### config.mk
export PLATFORM = sky130hd
export DESIGN_NAME = reaction_ctrl
export DESIGN_NICKNAME = d
export VERILOG_FILES = /design/src/rtl/reaction_pkg.sv /design/src/rtl/ms_tick_gen.sv /design/src/rtl/reaction_ctrl.sv
export SDC_FILE = /design/constraint.sdc
export NUM_CORES = 1
export LEC_CHECK = 0
export CAP_MARGIN = 20
export CORE_AREA = 2 2 98 100
export DETAILED_ROUTE_END_ITERATION = 6
export DIE_AREA = 0 0 100 102
export PLACE_DENSITY = 0.74
export RECOVER_POWER = 100
export SLEW_MARGIN = 20
export SYNTH_ARGS = -nofsm -noshare
export SYNTH_HDL_FRONTEND = slang
export SYNTH_HIERARCHICAL = 1
export SYNTH_SLANG_ARGS = --single-unit
### constraint.sdc
create_clock -name clk -period 2.79 [get_ports clk]
set_clock_uncertainty 0.15 [all_clocks]
set_input_delay 0.6975 -clock clk [delete_from_list [all_inputs] [get_ports clk]]
set_output_delay 0.6975 -clock clk [all_outputs]
set_load 0.02 [all_outputs]
### src/rtl/reaction_pkg.sv
// ============================================================================
// Module      : reaction_pkg
// Description : Shared types and constants for the reaction-time game
//               controller: FSM state encoding, result width, LFSR seed,
//               LFSR tap mask and the LFSR step function.
// Revision    : 1.0 - initial release
// ============================================================================
`default_nettype none

package reaction_pkg;

    typedef enum logic [2:0] {
        IDLE   = 3'd0,
        DELAY  = 3'd1,
        TIMING = 3'd2,
        RESULT = 3'd3,
        FOUL   = 3'd4
    } state_t;

    localparam int          MS_W      = 20;
    localparam logic [15:0] LFSR_SEED = 16'hACE1;
    // Right-shifting Galois form of x^16 + x^14 + x^13 + x^11 + 1.
    localparam logic [15:0] LFSR_TAPS = 16'hB400;

    function automatic logic [15:0] lfsr_next(input logic [15:0] cur);
        return {1'b0, cur[15:1]} ^ (cur[0] ? LFSR_TAPS : 16'h0000);
    endfunction

endpackage

`default_nettype wire

### src/rtl/ms_tick_gen.sv
// ============================================================================
// Module      : ms_tick_gen
// Description : Millisecond tick generator. Counts 0..TICKS_PER_MS-1 and
//               pulses tick for one clk on the wrap. clear restarts the count
//               so the first tick lands TICKS_PER_MS clk after clear.
// Ports       : clk     - system clock
//               reset_n - asynchronous active-low reset
//               clear   - synchronous counter restart
//               tick    - one-clk pulse per millisecond
// Revision    : 1.0 - initial release
// ============================================================================
`default_nettype none

module ms_tick_gen #(
    parameter int TICKS_PER_MS = 50000
) (
    input  logic clk,
    input  logic reset_n,
    input  logic clear,
    output logic tick
);

    localparam int            CW     = (TICKS_PER_MS > 1) ? $clog2(TICKS_PER_MS) : 1;
    localparam logic [CW-1:0] c_last = CW'(TICKS_PER_MS - 1);

    logic [CW-1:0] r_cnt;

    always_ff @(posedge clk or negedge reset_n) begin
        if (!reset_n) begin
            r_cnt <= '0;
        end else if (clear || (r_cnt == c_last)) begin
            r_cnt <= '0;
        end else begin
            r_cnt <= r_cnt + 1'b1;
        end
    end

    assign tick = (r_cnt == c_last);

endmodule

`default_nettype wire

### src/rtl/reaction_ctrl.sv
// ============================================================================
// Module      : reaction_ctrl
// Description : Reaction-time game sequencer. A start press arms a random
//               pre-light delay, then the go LED lights and the player's
//               reaction is timed in ms. Results, false starts and timeouts
//               are latched for the display path.
//               Optional macro REACTION_BEST_TIME_EN tracks the best valid
//               time on best_ms; when undefined best_ms is tied to all ones.
// Ports       : clk, reset_n           - clock, async active-low reset
//               start_n, react_n       - raw active-low pushbuttons
//               led, busy, done        - go light / round active / result
//               false_start, timeout   - round-end qualifiers
//               ms_count [19:0]        - live or latched reaction time
//               best_ms  [19:0]        - best valid reaction time
// Revision    : 1.0 - initial release
// ============================================================================
`default_nettype none

module reaction_ctrl
    import reaction_pkg::*;
#(
    parameter int TICKS_PER_MS = 50000,
    parameter int MIN_DELAY_MS = 1000,
    parameter int DLY_BITS     = 11,
    parameter int TIMEOUT_MS   = 999999
) (
    input  logic            clk,
    input  logic            reset_n,
    input  logic            start_n,
    input  logic            react_n,
    output logic            led,
    output logic            busy,
    output logic            done,
    output logic            false_start,
    output logic            timeout,
    output logic [MS_W-1:0] ms_count,
    output logic [MS_W-1:0] best_ms
);

    localparam logic [MS_W-1:0] c_min_dly = MS_W'(MIN_DELAY_MS);
    localparam logic [MS_W-1:0] c_timeout = MS_W'(TIMEOUT_MS);

    if ((DLY_BITS < 1) || (DLY_BITS > 16) ||
        ((MIN_DELAY_MS + (1 << DLY_BITS) - 1) >= (1 << MS_W))) begin : g_dly_range_err
        $error("reaction_ctrl: MIN_DELAY_MS + 2**DLY_BITS - 1 must fit in dly_cnt");
    end
    if ((TIMEOUT_MS < 1) || (TIMEOUT_MS >= (1 << MS_W))) begin : g_timeout_range_err
        $error("reaction_ctrl: TIMEOUT_MS must lie in 1 .. 2**MS_W-1");
    end

    // Button synchronizers; idle level is high so they reset to 1.
    logic r_start_s1, r_start_s2, r_start_prev;
    logic r_react_s1, r_react_s2, r_react_prev;

    always_ff @(posedge clk or negedge reset_n) begin
        if (!reset_n) begin
            r_start_s1   <= 1'b1;
            r_start_s2   <= 1'b1;
            r_start_prev <= 1'b1;
            r_react_s1   <= 1'b1;
            r_react_s2   <= 1'b1;
            r_react_prev <= 1'b1;
        end else begin
            r_start_s1   <= start_n;
            r_start_s2   <= r_start_s1;
            r_start_prev <= r_start_s2;
            r_react_s1   <= react_n;
            r_react_s2   <= r_react_s1;
            r_react_prev <= r_react_s2;
        end
    end

    logic w_start_press, w_react_press;
    assign w_start_press = r_start_prev & ~r_start_s2;
    assign w_react_press = r_react_prev & ~r_react_s2;

    logic [15:0] r_lfsr;

    always_ff @(posedge clk or negedge reset_n) begin
        if (!reset_n) r_lfsr <= LFSR_SEED;
        else          r_lfsr <= lfsr_next(r_lfsr);
    end

    state_t          r_state;
    logic [MS_W-1:0] r_dly_cnt;
    logic            w_tick;
    logic            w_tick_clr;

    // The counter is held clear outside DELAY/TIMING, so entering DELAY
    // starts from zero; the DELAY->TIMING hand-off clears it explicitly.
    assign w_tick_clr = !((r_state == DELAY) || (r_state == TIMING)) ||
                        ((r_state == DELAY) && w_tick && (r_dly_cnt == MS_W'(1)));

    ms_tick_gen #(
        .TICKS_PER_MS (TICKS_PER_MS)
    ) u_tick (
        .clk     (clk),
        .reset_n (reset_n),
        .clear   (w_tick_clr),
        .tick    (w_tick)
    );

    always_ff @(posedge clk or negedge reset_n) begin
        if (!reset_n) begin
            r_state     <= IDLE;
            r_dly_cnt   <= '0;
            ms_count    <= '0;
            led         <= 1'b0;
            busy        <= 1'b0;
            done        <= 1'b0;
            false_start <= 1'b0;
            timeout     <= 1'b0;
        end else begin
            case (r_state)
                IDLE, RESULT, FOUL: begin
                    if (w_start_press) begin
                        r_state     <= DELAY;
                        r_dly_cnt   <= c_min_dly + MS_W'(r_lfsr[DLY_BITS-1:0]);
                        busy        <= 1'b1;
                        done        <= 1'b0;
                        false_start <= 1'b0;
                        timeout     <= 1'b0;
                    end
                end
                DELAY: begin
                    if (w_react_press) begin
                        r_state     <= FOUL;
                        busy        <= 1'b0;
                        false_start <= 1'b1;
                        ms_count    <= '0;
                    end else if (w_tick) begin
                        if (r_dly_cnt == MS_W'(1)) begin
                            r_state  <= TIMING;
                            led      <= 1'b1;
                            ms_count <= '0;
                        end else begin
                            r_dly_cnt <= r_dly_cnt - 1'b1;
                        end
                    end
                end
                TIMING: begin
                    if (w_react_press) begin
                        // ms_count keeps its registered value; a same-cycle tick is dropped.
                        r_state <= RESULT;
                        led     <= 1'b0;
                        busy    <= 1'b0;
                        done    <= 1'b1;
                    end else if (w_tick) begin
                        if (ms_count == (c_timeout - 1'b1)) begin
                            r_state  <= RESULT;
                            ms_count <= c_timeout;
                            led      <= 1'b0;
                            busy     <= 1'b0;
                            done     <= 1'b1;
                            timeout  <= 1'b1;
                        end else begin
                            ms_count <= ms_count + 1'b1;
                        end
                    end
                end
                default: begin
                    r_state     <= IDLE;
                    led         <= 1'b0;
                    busy        <= 1'b0;
                    done        <= 1'b0;
                    false_start <= 1'b0;
                    timeout     <= 1'b0;
                end
            endcase
        end
    end

`ifdef REACTION_BEST_TIME_EN
    logic [MS_W-1:0] r_best;

    // Only a react-terminated round reaches RESULT with a valid time.
    always_ff @(posedge clk or negedge reset_n) begin
        if (!reset_n) begin
            r_best <= '1;
        end else if ((r_state == TIMING) && w_react_press && (ms_count < r_best)) begin
            r_best <= ms_count;
        end
    end

    assign best_ms = r_best;
`else
    assign best_ms = '1;
`endif

endmodule

`default_nettype wire

Word level (Yosys, flattened, before mapping)

Index checks and enable logic that the tools add are counted.

Register bits: 86
Input bits: 4
Output and inout port bits: 45

$add $sub $neg: 4
Equal/unequal tests: 20
Mux-type cells: 41
Bitwise gates (word level): 8
Reduce and logical (&&, ||, !) cells: 18

Operators by type and width:

| operator                                                                | number |
|---|---|
| 20-bit two-way mux                                                      | 10 |
| 20-bit one-hot mux with 2 select lines                                  | 2 |
| 16-bit two-way mux                                                      | 2 |
| 3-bit two-way mux                                                       | 7 |
| 20-bit by 1-bit adder with 20-bit output, second input constant         | 1 |
| 20-bit by 1-bit equality test with 1-bit output, second input constant  | 1 |
| 20-bit equality test, second input constant                             | 1 |
| 5-bit AND reduction                                                     | 4 |
| 20-bit by 1-bit subtractor with 20-bit output, second input constant    | 1 |
| 16-bit by 1-bit adder with 16-bit output, second input constant         | 1 |
| 16-bit equality test, second input constant                             | 1 |
| 15-bit by 16-bit bitwise XOR with 16-bit output                         | 1 |
| 1-bit one-hot mux with 3 select lines                                   | 5 |
| 1-bit two-way mux                                                       | 14 |
| 2-bit inequality test, second input constant                            | 7 |
| 10-bit by 11-bit adder with 12-bit output, first input constant         | 1 |
| 3-bit one-hot mux with 3 select lines                                   | 1 |
| 4-bit AND reduction                                                     | 2 |
| 3-bit by 2-bit equality test with 1-bit output, second input constant   | 2 |
| 3-bit by 2-bit inequality test with 1-bit output, second input constant | 2 |
| 3-bit inequality test, second input constant                            | 2 |
| 6-bit AND reduction                                                     | 1 |
| 1-bit inverter                                                          | 5 |
| 2-bit by 1-bit inequality test with 1-bit output, second input constant | 2 |
| 10 further kinds                                                        | 15 |

Depth between registers and ports, before layout

Gate-level depths: netlist of the first run.

Word-level depth: 6
Gate-level depth with buffers: 11
Gate-level depth less buffers: 9

Cells and area by module

Netlist of the first run, hierarchy kept.

By module, submodules not included:

| module        | instances | cells an instance | area each (sq um) | sequential area each (sq um) |
|---|---|---|---|---|
| reaction_ctrl | 1         | 399               | 3742.3            | 1769.2 |
| ms_tick_gen   | 1         | 80                | 792.0             | 400.4 |

Worst setup path before layout of the first run

OpenSTA, ideal clock, no wires.

Kind: register to register
Start point: register u_tick.r_cnt[4]
End point: register ms_count[8]
Library setup time: 0.124 ns
Data arrival time: 2.536 ns
Data required time: 2.516 ns
Slack: -0.020 ns
Stages on the path, launching flop included: 10
Buffers on the path: 2
Clock period less this slack: 2.810 ns
Path through: dfrtp_1 > or4b_1 > nor4_2 > clkbuf_1 > nor3b_1 > and2_1 > clkbuf_1 > nand4_1 > xor2_1 > nor2_1

Cells in the longest elaborated chain, start to end: 3

Ends and longest elaborated chain:

| element                                                                  | RTL line             | source |
|---|---|---|
| from (decl)                                                              | ms_tick_gen.sv:26    | `logic [CW-1:0] r_cnt;` |
| from (signal assigned)                                                   | ms_tick_gen.sv:34    | `r_cnt <= r_cnt + 1'b1;` |
| 16-bit equality test (*)                                                 | ms_tick_gen.sv:38    | `assign tick = (r_cnt == c_last);` |
| net w_tick                                                               | reaction_ctrl.sv:86  | `logic w_tick;` |
| 3-bit inequality test (no line) or 2-bit inequality test (tied branches) | --                   |  |
| 5-bit AND reduction (no line) (*)                                        | --                   |  |
| to (signal assigned)                                                     | reaction_ctrl.sv:151 | `ms_count <= c_timeout;` |
| to (signal assigned)                                                     | reaction_ctrl.sv:157 | `ms_count <= ms_count + 1'b1;` |
| to (decl)                                                                | reaction_ctrl.sv:36  | `output logic [MS_W-1:0] ms_count,` |

The timed path passes the listed nets; every way through them passes the cells marked *.
A chain may end at the register's enable or synchronous reset.

Final worst setup path of the first run

Start point: register u_tick.r_cnt[10]
End point: register r_dly_cnt[19]

Cells in the longest elaborated chain, start to end: 3

Ends and longest elaborated chain:

| element                         | RTL line             | source |
|---|---|---|
| 16-bit equality test            | ms_tick_gen.sv:38    |  |
| net w_tick                      | reaction_ctrl.sv:86  |  |
| 2-bit inequality test (no line) | --                   |  |
| 5-bit AND reduction (no line)   | --                   |  |
| to (signal assigned)            | reaction_ctrl.sv:118 | `r_dly_cnt <= c_min_dly + MS_W'(r_lfsr[DLY_BITS-1:0]);` |
| to (signal assigned)            | reaction_ctrl.sv:137 | `r_dly_cnt <= r_dly_cnt - 1'b1;` |
| to (decl)                       | reaction_ctrl.sv:85  | `logic [MS_W-1:0] r_dly_cnt;` |

The timed path passes the listed nets, and every way through them passes these cells.

==> results.py, run 1 <==
metrics = {
    "run_status": {
        "outcome": "finished, violations left",
        "violations": "capacitance limit, slew limit",
    },
    "worst_setup_path": {
        "critPathCaptureType": "flop",
        "critPathCapture": "r_dly_cnt[19]",
        "setup.worst_path.start_class": "flop",
        "rr_worst_depth": 7,
        "setup.worst_path.start": "u_tick/r_cnt[10]",
        "critical_path_arrival_ns": 2.87,
        "reg2reg_from": "u_tick/r_cnt[10]",
        "worst-path-max-fanout": 6,
        "cp.required_ns": 2.94,
        "crit_type": "flop to flop",
        "reg2reg_to": "r_dly_cnt[19]",
        "reg2reg_slack_ns": 0.07,
    },
    "global_routing": {
        "globalRouteMet3Util_pct": 3.08,
        "grt_max_degree": 57,
        "grtUsageMet2_pct": 33.6,
        "grt_usage_pct": 20.0,
        "grt_pass1_wl_mm": 16.4,
        "grt.overflow.total": 0,
        "grt_use_met1_pct": 26.5,
        "busiest_layer": "met2",
        "antenna_found_initial": 0,
        "grt_pass1_vias": 3458,
    },
    "floorplan": {
        "start_util_pct": 49.8,
        "dieArea_sq_um": 10200,
        "num_io_pins": 49,
        "die_h_microns": 102,
        "core_area_sq_um": 9110,
        "rows": 35,
        "die_w_microns": 100,
    },
    "cts": {
        "ctsLongestPathBuffers": 2,
        "numCtsBuffers": 9,
        "cts.sinks": 86,
        "clock_latency_ns": 0.36,
        "clk_pin_slew_ns": 0.09,
        "cts-htree-levels": 3,
        "cts-root-buf": "clkbuf_8",
        "cts_tree": "built",
    },
    "sta": {
        "final-setup-viol-count": 0,
        "fmax_mhz": 368,
        "slew_headroom_pct": -16.2,
        "hold_violations": 0,
        "maxSlewViolCount": 31,
        "timing.final.crit_period_ns": 2.72,
        "tightest_slew_ns": 1.74,
        "fin_crit_sh_pct": 97.4,
    },
    "worst_hold_path": {
        "hold_path.class": "flop to flop",
    },
    "drt": {
        "avgViaCountPerCell": 5.73,
        "drcViolationCount": 0,
        "wl_per_cell_microns": 15.0,
        "dr.pass1.iters": 5,
        "vias": 3719,
        "drtAntennaViolNets": 0,
        "routed_wirelength_mm": 9.76,
        "drtIter0Drc": 181,
    },
    "synthesis": {
        "yosysUniqueCellTypes": 63,
        "synthArstFlopShare_pct": 100,
        "synth_top_flop_cell": "dfrtp_1",
        "synth_top_area_share_pct": 39.7,
        "synth_edf_count": 0,
        "synthTopCellsByArea": "dfrtp_1 40%, dfstp_2 8.1%, nor2_1 4.9%",
        "yosysTopAreaCell": "dfrtp_1",
        "synth.ff_latch_count": 86,
        "synth_cells": 479,
        "synth_area_sq_um": 4530,
        "avgSynthCellArea_sq_um": 9.47,
        "ys_seq_area_share_pct": 47.8,
        "yosysWarnings": 6,
    },
    "power": {
        "total_power_mw": 3.32,
        "leakagePower_nw": 2.37,
        "ir_drop_mv": 0.353,
        "p_per_area_nw_per_um2": 630,
    },
    "finish": {
        "drive_gt1_share_pct": 13.0,
        "final_cell_area_sq_um": 5270,
        "area_growth_pct": 16.3,
        "antenna_cells": 0,
        "layout.nets": 543,
    },
    "placement": {
        "portBuffers": 28,
        "place_congestion": 0.861,
        "place_area_sq_um": 4980,
        "dp_hpwl_mm": 6.80,
    },
    "job": {
        "cap_violations": 1,
    },
}
## synthesized netlist by cell type (all sizes together), types with 3 or more instances
library cell  number
nor4               8
xnor2             15
or3                4
nand3             19
dfstp             14
nand4              7
dfrtp             72
ha                 6
o21ai             41
xor2              18
clkbuf            13
and2               3
nand2             25
a211oi             4
nand3b             3
and3               6
buf               24
a21oi             30
inv               12
o211ai            10
o22a               3
nor2b             10
nor3              18
nand2b             5
nor2              61
o31ai              4
or4                4
a31oi              8
nor3b              4
## worst min-delay path by stage
stage                           from           to  depth (start not counted)
after floorplan           r_lfsr[12]   r_lfsr[11]                          0
after global placement    r_react_s1   r_react_s2                          0
after detailed placement  r_lfsr[12]   r_lfsr[11]                          0
after CTS                    reset_n  false_start                          1
after global routing      r_start_s1   r_start_s2                          0
final                     r_lfsr[12]   r_lfsr[11]                          0
## final cells by class
| class | instances | area, sq um |
|---|---|---|
| flip-flops and latches | 86 | 2170 |
| clock buffers | 10 | 128 |
| multi-input cells | 363 | 2170 |
| well taps | 111 | 139 |
| fillers | 781 | 3830 |
| clock inverters | 6 | 71.3 |
| inverters | 12 | 45.0 |
| repair buffers | 61 | 547 |
## stage by stage
step	utilization, %	hold slack (ns)	std cells	setup TNS, ns	worst slack (ns)
finish	57.9	0.214	649	0	0.0732
global route	57.9	0.220	649	-0.0464	-0.0310
CTS	56.9	0.103	640	0	0.0241
detailed placement	54.7	0.194	624	0	0.0574
global placement	54.7	0.196	624	0	0.162
floorplan	-	0.183	498	0	0.0698
## placed cells by master (no fill, tap or decap), drive strengths merged, types with 3 or more instances in the layout
cell | Yosys | routed
a211oi | 4 | 4
a21oi | 30 | 30
a31oi | 8 | 8
and2 | 3 | 3
and3 | 6 | 6
buf | 24 | 31
clkbuf | 13 | 12
conb | 1 | 20
dfrtp | 72 | 72
dfstp | 14 | 14
dlygate4sd3 | 0 | 27
ha | 6 | 6
inv | 12 | 14
nand2 | 25 | 25
nand2b | 5 | 5
nand3 | 19 | 19
nand3b | 3 | 3
nand4 | 7 | 7
nor2 | 61 | 61
nor2b | 10 | 10
nor3 | 18 | 18
nor3b | 4 | 4
nor4 | 8 | 8
o211ai | 10 | 10
o21ai | 41 | 41
o22a | 3 | 3
o31ai | 4 | 4
or3 | 4 | 4
or4 | 4 | 4
xnor2 | 15 | 15
xor2 | 18 | 18
## routing by layer
metal / share of wire (%) / wire, microns
met3: 3.9 / 384
met2: 50 / 4830
met1: 45 / 4370
met4: 1.7 / 170
met5: 0 / 0
## cell families after synthesis
group / share of synthesized area [%]
mux: 0.221
buf+inv: 6.37
simple gates: 21.9
other cells: 0.0827
xor+xnor: 6.37
flops: 47.8
fa+ha+maj: 1.66
compound gates: 15.5
## what timing repair did
item	in CTS	in global routing
setup buffers	0	8
hold buffers	0	0
resized for setup	0	6
setup endpoints to repair	0	19
hold endpoints to repair	0	0
## critical path: stages (launching register included)
cell and delay, ns:
dfrtp_1 0.41, or4b_4 0.56, nor4_4 0.24, buf_4 0.19
o2111ai_4 0.14, or3_4 0.42, or4_1 0.45, nand2_1 0.10
## flip-flops by register name (all words and copies together), names as in the netlist, 3 cells and up
name          cells
r_state           3
u_tick/r_cnt     16
ms_count         20
r_lfsr           16
r_dly_cnt        20
## power by group
group / switching, mW / internal (mW)
Combinational: 0.569 / 0.367
Clock: 0.467 / 0.424
Sequential: 0.124 / 1.37
Total: 1.16 / 2.16
Note: power is estimated with default switching activity, not from simulation.
==> run 2, diff against run 1 <==
MAX_ROUTING_LAYER = met4   (was default)
==> run 2 against run 1 <==
The run still ends with capacitance limit, slew limit left. Non-clock buffer count is the same. Flip-flop and latch count did not move. Design area is 0.14% higher. Sequential power is essentially flat. Routed wire length decreased by 0.10%. Sequential share of layout area decreased by 0.058 points. Die area unchanged. Count of clock-buffer cells in the layout is the same. Maximum frequency increased by 0.56%. Register-to-register slack improved by 0.02 ns. Combinational power about the same. Critical path type unchanged. Critical endpoint unchanged. Highest routed layer unchanged.
==> results.py, run 2 (synthesis results as in run 1) <==
metrics = {
    "finish": {
        "antenna_cells": 0,
        "multi_input_area_sq_um": 2180,
        "seqCellArea_sq_um": 2170,
        "area_growth_pct": 16.5,
        "fin_cells": 649,
        "top_regs": "ms_count x20, r_dly_cnt x20",
        "layout.cells.most_common_list": "72 x dfrtp_1, 59 x nor2_1, 30 x buf_4",
        "drive_gt1_share_pct": 13.4,
        "fillerInstances": 780,
        "layout.nets": 543,
        "final_common_cell": "dfrtp_1",
    },
    "floorplan": {
        "start_util_pct": 49.8,
        "die_h_microns": 102,
        "dieArea_sq_um": 10200,
        "num_io_pins": 49,
        "rows": 35,
        "die_w_microns": 100,
        "core_area_sq_um": 9110,
    },
    "power": {
        "ir_drop_mv": 0.351,
        "total_power_mw": 3.32,
        "leakagePower_nw": 2.38,
        "p_per_area_nw_per_um2": 628,
    },
    "global_routing": {
        "grt_pass1_wl_mm": 16.4,
        "grt.overflow.total": 0,
        "grt_pass1_vias": 3452,
        "antenna_found_initial": 0,
        "grt_max_degree": 57,
        "grt_usage_pct": 20.6,
    },
    "sta": {
        "fin_setup_tns_ns": 0,
        "timing.final.crit_period_ns": 2.70,
        "maxSlewViolCount": 31,
        "slew_headroom_pct": -16.3,
        "final-setup-viol-count": 0,
        "hold_violations": 0,
        "tightest_slew_ns": 1.74,
        "fmax_mhz": 370,
        "fin_crit_sh_pct": 96.8,
        "fin_ws_ns": 0.0885,
    },
    "drt": {
        "wl_per_cell_microns": 15.0,
        "routed_wirelength_mm": 9.75,
        "drtAntennaViolNets": 0,
        "drcViolationCount": 0,
        "avgViaCountPerCell": 5.69,
        "dr.pass1.iters": 5,
        "vias": 3690,
        "drtIter0Drc": 189,
    },
    "worst_setup_path": {
        "critPathMaxStageDelay_ns": 0.56,
        "cp.required_ns": 2.95,
        "crit_type": "flop to flop",
        "cp_num_buf_inv": 1,
        "crit_slowest_cell": "or4b_4",
        "reg2reg_slack_ns": 0.09,
        "critical_path.cell_chain": "or4b_4, nor4_4, buf_4, o2111ai_4, or3_4, or4_1, nand2_1",
        "critPathCaptureType": "flop",
        "setup.worst_path.start_class": "flop",
        "critical_path_arrival_ns": 2.86,
        "worst-path-max-fanout": 6,
        "critical-path-top-delay-family": "simple AND/OR/NAND/NOR gates",
    },
    "run_status": {
        "violations": "capacitance limit, slew limit",
        "outcome": "finished, violations left",
    },
    "cts": {
        "clk_pin_slew_ns": 0.09,
        "ctsHoldBuffers": 0,
        "clock_latency_ns": 0.37,
        "cts-root-buf": "clkbuf_8",
        "ctsLongestPathBuffers": 2,
        "cts-htree-levels": 3,
        "cts_tree": "built",
        "cts.sinks": 86,
        "numCtsBuffers": 9,
    },
    "job": {
        "cap_violations": 1,
    },
    "placement": {
        "dp_cells": 624,
        "place_congestion": 0.875,
        "dp_hpwl_mm": 6.80,
        "portBuffers": 28,
        "place_ws_ns": 0.0574,
    },
    "worst_hold_path": {
        "hold_path.class": "flop to flop",
    },
}
==> run 2: per-layer routing <==
metal	track usage [%]	wire length, microns	vias up
li1	-	-	1778
met1	26.6	4420	1799
met2	33.6	4850	101
met3	3.08	367	12
met4	7.27	117	0
met5	-	0	-
==> run 2: stage by stage <==
step	instance area [sq um]	utilization (%)	hold WS, ns
after global placement	4980	54.7	0.196
after floorplan	4610	-	0.183
after CTS	5180	56.9	0.103
after detailed placement	4980	54.7	0.194
after global routing	5280	58.0	0.220
final	5280	58.0	0.212
==> run 2: layout make-up <==
| cell class | count | area share, % |
|---|---|---|
| repair buffers | 61 | 10.4 |
| inverters | 12 | 0.853 |
| clock inverters | 6 | 1.35 |
| multi-input cells | 363 | 41.2 |
| well taps | 111 | 2.63 |
| clock buffers | 10 | 2.42 |
| flip-flops and latches | 86 | 41.1 |
==> run 2: timing repair <==
item | in CTS | in global routing
endpoints found under the setup margin | 0 | 19
resized for setup | 0 | 7
setup buffers | 0 | 8
hold endpoints to repair | 0 | 0
==> run 2: path summary, 6_finish.rpt <==
| check | from | end | depth (start not counted) |
|---|---|---|---|
| worst max-delay path | u_tick/r_cnt[10] | r_dly_cnt[19] | 7 |
| worst min-delay path | r_lfsr[12] | r_lfsr[11] | 0 |
| worst max register to register | u_tick/r_cnt[10] | r_dly_cnt[19] | 7 |
| worst min register to register | r_lfsr[12] | r_lfsr[11] | 0 |
| max in group asynchronous | reset_n | r_lfsr[15] | 2 |
| min in group asynchronous | reset_n | false_start | 1 |
==> run 2: power breakdown <==
group          switching (mW)  internal (mW)
registers               0.124           1.37
logic                   0.567          0.367
clock network           0.468          0.424
total                    1.16           2.16
